--- src/rtl/bus_merger_16bit.sv ---
`default_nettype none
// ============================================================================
// Module   : bus_merger_16bit
// Purpose  : Assembles 16-bit words from an 8-bit byte stream with
//            valid/ready handshakes on both sides and one buffered word.
//            A first byte flagged "last" closes the word early with zero- or
//            sign-extension of the missing upper (or lower) lane.
// Revision : 1.0 - initial release
// ============================================================================
module bus_merger_16bit #(
    parameter bit LOW_FIRST   = 1'b1,
    parameter bit EXTEND_SIGN = 1'b0
) (
    input  logic        clk,
    input  logic        rst_n,
    input  logic        clear,
    input  logic [7:0]  byte_in,
    input  logic        byte_valid,
    input  logic        byte_last,
    output logic        byte_ready,
    output logic [15:0] word_out,
    output logic        word_valid,
    input  logic        word_ready,
    output logic        half_full
);

    localparam logic [1:0] c_st_empty = 2'd0;
    localparam logic [1:0] c_st_half  = 2'd1;
    localparam logic [1:0] c_st_full  = 2'd2;

    logic [1:0]  r_state;
    logic [7:0]  r_first;
    logic [15:0] r_word;
    logic        r_word_valid;
    logic        r_half_full;

    logic [1:0]  w_state_nxt;
    logic [7:0]  w_first_nxt;
    logic [15:0] w_word_nxt;
    logic [7:0]  w_ext;
    logic [15:0] w_early_word;
    logic [15:0] w_pair_word;
    logic        w_byte_xfer;
    logic        w_word_xfer;

    // A held word blocks new bytes unless the consumer drains it this same
    // edge; reset and clear both refuse bytes so nothing is half-accepted.
    assign byte_ready  = rst_n & ~clear & ((r_state != c_st_full) | word_ready);
    assign w_byte_xfer = byte_valid & byte_ready;
    assign w_word_xfer = r_word_valid & word_ready;

    assign word_out   = r_word;
    assign word_valid = r_word_valid;
    assign half_full  = r_half_full;

    // Fill pattern for the lane left empty by an early-closed word.
    generate
        if (EXTEND_SIGN) begin : g_ext_sign
            assign w_ext = {8{byte_in[7]}};
        end else begin : g_ext_zero
            assign w_ext = 8'h00;
        end
    endgenerate

    // Lane placement: the first byte lands in the low lane when LOW_FIRST.
    generate
        if (LOW_FIRST) begin : g_lane_low_first
            assign w_early_word = {w_ext, byte_in};
            assign w_pair_word  = {byte_in, r_first};
        end else begin : g_lane_high_first
            assign w_early_word = {byte_in, w_ext};
            assign w_pair_word  = {r_first, byte_in};
        end
    endgenerate

    // Next-state and datapath selection; word register only moves on completion.
    always_comb begin
        w_state_nxt = r_state;
        w_first_nxt = r_first;
        w_word_nxt  = r_word;
        case (r_state)
            c_st_empty: begin
                if (w_byte_xfer) begin
                    if (byte_last) begin
                        w_word_nxt  = w_early_word;
                        w_state_nxt = c_st_full;
                    end else begin
                        w_first_nxt = byte_in;
                        w_state_nxt = c_st_half;
                    end
                end
            end
            c_st_half: begin
                // A second byte always completes the word; its last flag is moot.
                if (w_byte_xfer) begin
                    w_word_nxt  = w_pair_word;
                    w_state_nxt = c_st_full;
                end
            end
            c_st_full: begin
                if (w_word_xfer) begin
                    // Pass-through: a byte arriving while the word drains is
                    // handled as the first byte of the next word.
                    if (w_byte_xfer) begin
                        if (byte_last) begin
                            w_word_nxt  = w_early_word;
                            w_state_nxt = c_st_full;
                        end else begin
                            w_first_nxt = byte_in;
                            w_state_nxt = c_st_half;
                        end
                    end else begin
                        w_state_nxt = c_st_empty;
                    end
                end
            end
            default: begin
                w_state_nxt = c_st_empty;
            end
        endcase
        // Flush drops any partial or held word; word_out keeps its last value.
        if (clear) begin
            w_state_nxt = c_st_empty;
        end
    end

    // State, lane and flag registers with synchronous active-low reset.
    always_ff @(posedge clk) begin
        if (!rst_n) begin
            r_state      <= c_st_empty;
            r_first      <= 8'h00;
            r_word       <= 16'h0000;
            r_word_valid <= 1'b0;
            r_half_full  <= 1'b0;
        end else begin
            r_state      <= w_state_nxt;
            r_first      <= w_first_nxt;
            r_word       <= w_word_nxt;
            r_word_valid <= (w_state_nxt == c_st_full);
            r_half_full  <= (w_state_nxt == c_st_half);
        end
    end

endmodule
`default_nettype wire

--- config.mk ---
export PLATFORM = sky130hd
export DESIGN_NAME = bus_merger_16bit
export DESIGN_NICKNAME = d
export VERILOG_FILES = /design/src/rtl/bus_merger_16bit.sv
export SDC_FILE = /design/constraint.sdc
export NUM_CORES = 1
export LEC_CHECK = 0
export CAP_MARGIN = 15
export CORE_ASPECT_RATIO = 2
export CORE_UTILIZATION = 47
export CTS_CLUSTER_SIZE = 24
export DETAILED_ROUTE_END_ITERATION = 8
export GPL_TIMING_DRIVEN = 0
export MAX_ROUTING_LAYER = met4
export PLACE_DENSITY = 0.83
export SKIP_CTS_REPAIR_TIMING = 1
export SYNTH_ARGS = -nofsm -noshare
export SYNTH_HDL_FRONTEND = slang
export SYNTH_SLANG_ARGS = --single-unit
--- constraint.sdc ---
create_clock -name clk -period 1.53 [get_ports clk]
set_input_delay 0.306 -clock clk [delete_from_list [all_inputs] [get_ports clk]]
set_output_delay 0.306 -clock clk [all_outputs]
set_load 0.01 [all_outputs]
==> flow_summary.yaml <==
run_status:
  status: "complete, no violations"
timing:
  min_period_over_period_pct: 96.64
  min_period_ps: 1479
  max_freq_mhz: 676.3
  max_slew.worst_pin.slew_ps: 458.2
  finalHoldViolations: 0
  setup-violations-final: 0
  rsz0062_at_grt: "no"
  skew_ps: 2.728
  timing.slew.headroom_pct: 69.45
  slew_violations: 0
worst_setup_path:
  critical_path_arrival_ps: 1170
  cp_cell_sequence: "clkdlybuf4s50_1"
  max_stage_delay_ps: 540
  critical_path_class: "reg2out"
  cp_max_fo: 2
  crit_required_ps: 1220
  start_kind: "flop"
  path_buf_inv: 1
  end_kind: "output port"
  slowest_stage: "clkdlybuf4s50_1"
  path_delay_family: "buffers and inverters"
synthesis:
  synth_top_area_share_pct: 44.49
  netlist_area_um2: 1260
  synth.most_common_cell: "dfxtp_1"
  synthFlopType: "dfxtp_1"
  yosysTopAreaCell: "dfxtp_1"
  ys_ff_latch: 28
  yosys-top-cells-count: "28 x dfxtp_1, 26 x nand2_1, 24 x mux2i_1"
  ys_seq_area_share_pct: 44.49
  synth.net_count: 141
  synth_warnings: 0
  synth_cell_type_count: 24
  netlist_instances: 127
  async_flop_share_pct: 0
  synth_area_leaders: "dfxtp_1 44%, mux2i_1 19%, nand2_1 7.7%"
  synth_edf_count: 0
  syn_area_per_cell_um2: 9.921
routing:
  drtIter0Drc: 29
  num_vias: 996
  via_per_inst: 5.242
  drc: 0
  wl_mm: 2.573
  ant_nets: 0
  wl_per_cell_um: 13.54
  firstDrtPassIters: 4
floorplanning:
  io_pins: 33
  die_area_um2: 2904
  core_area_um2: 2537
  initial_core_util_pct: 49.65
  die_h_um: 75.22
  rows: 26
  fp.dieW_um: 38.61
clocking:
  cts_made_buffers: 3
  clockBufferDepth: 2
  cts_tree: "done"
  cts_root_buf: "clkbuf_8"
  clkTransAtPathRegs_ps: 90
  cts.sinks: 28
  insertion_delay_ps: 280
  h-tree-depth: 1
layout:
  area_growth_syn_to_layout_pct: 31.98
  antenna_cells: 0
  final_layout_size_suffix_gt1_share_pct: 14.81
  stdcell_count: 190
  layout.nets: 177
pwr:
  p_per_area_nw_per_um2: 824.0
  max-vdd-ir-drop_v: 0.0007258
  clkPwrFrac_pct: 33.6
  p_leak_nw: 0.7224
  p_total_mw: 1.370
  power_frac_seq_pct: 55.2
  p_sw_mw: 0.3098
  p_comb_share_pct: 11.2
  switching_share_pct: 22.61
  internal-power_mw: 1.060
global_route:
  grt_first_pass_wirelength_mm: 4.298
  grt_pass1_vias: 999
  grt_max_degree: 16
  grt_overflow: 0
  antenna_found_initial: 0
  grtUsageTotal_pct: 21.42
place:
  dp_cells: 186
  io_buffers: 31
  hpwl_mm: 1.922
  routabilityCongestion: 0.7696
hold_path:
  hold_path.class: "in2reg"
flow_run:
  drv_cap: 0
-- stage by stage --
stage | utilization [%] | TNS [ps] | cell area (um2) | setup WS (ps) | hold slack, ps
CTS | 65.43 | -360.1 | 1660 | -360.1 | 287.6
global route | 65.53 | 0 | 1663 | 8.730 | 308.2
floorplan | - | 0 | 1260 | 361.9 | 437.6
detailed placement | 63.26 | -2991 | 1605 | -360.1 | 450.4
global placement | 63.26 | -2588 | 1605 | -360.4 | 443.4
finish | 65.53 | 0 | 1663 | 51.46 | 296.3
-- worst register-to-register path, stage by stage, from the launching register on --
cell and delay, ps:
dfxtp_1 410, and2b_4 220, buf_12 150, buf_8 140
mux2i_1 190, mux2i_1 90
-- flip-flops by register name, summed over array words and instances, names as in the netlist --
signal / cells
r_first: 8
half_full: 1
word_valid: 1
word_out: 16
r_state: 2
-- cell families (layout without fill, tap and decap cells) --
logic type,Yosys count,count (layout),share of synthesized area [%]
buffers and inverters,16,51,8.540
DFF,28,28,44.49
and+or+nand+nor,43,43,16.29
AOI/OAI and AO/OA,16,16,11.62
muxes,24,24,19.07
-- per-layer routing --
| layer | wire length, um | global-route usage, % |
|---|---|---|
| met1 | 1041 | 23.13 |
| met2 | 1391 | 36.30 |
| met3 | 77 | 2.655 |
| met4 | 63 | 11.49 |
| met5 | 0 | - |
-- final timing paths --
kind,start,to,slack (ps),depth (start not counted)
hold / removal,rst_n,word_out[9]$_SDFFE_PN0P_,300,3
setup reg to reg,r_state[0]$_SDFF_PN0_,word_out[6]$_SDFFE_PN0P_,220,5
setup / recovery,word_out[10]$_SDFFE_PN0P_,word_out[10],50,1
hold reg to reg,word_out[3]$_SDFFE_PN0P_,word_out[3]$_SDFFE_PN0P_,470,2
-- final cells by class --
class / instances / area (um2)
Buffer: 8 / 77.57
Sequential cell: 28 / 560.5
Fill cell: 203 / 874.6
Multi-Input combinational cell: 83 / 599.3
Timing Repair Buffer: 31 / 305.3
Clock buffer: 4 / 55.05
Tap cell: 28 / 35.03
Inverter: 8 / 30.03
-- power groups by stage --
stage | registers (mW) | clock network [mW] | logic, mW
after global placement | 0.772 | 0 | 0.150
after detailed placement | 0.773 | 0 | 0.153
after global routing | 0.759 | 0.494 | 0.168
after CTS | 0.756 | 0.472 | 0.154
after floorplan | 0.777 | 0 | 0.0745
final | 0.756 | 0.460 | 0.154
-- cell usage in the layout, fill, tap and decap left out --
cell / count
buf_12: 1
a21bo_2: 1
clkdlybuf4s50_1: 30
buf_2: 1
nand2_1: 26
o211ai_4: 1
buf_6: 2
o21ai_2: 8
and3b_1: 1
nor3b_1: 1
dfxtp_1: 28
a21oi_1: 4
o211a_4: 1
buf_8: 1
nor2b_1: 1
a21o_1: 1
nor2_1: 2
clkbuf_8: 4
clkbuf_2: 1
nand2b_4: 1
buf_4: 1
nand2b_1: 1
clkbuf_1: 2
mux2i_1: 24
and2b_4: 1
inv_1: 8
nand3_1: 1
nand4_1: 8
Note: power is estimated with default switching activity, not from simulation.
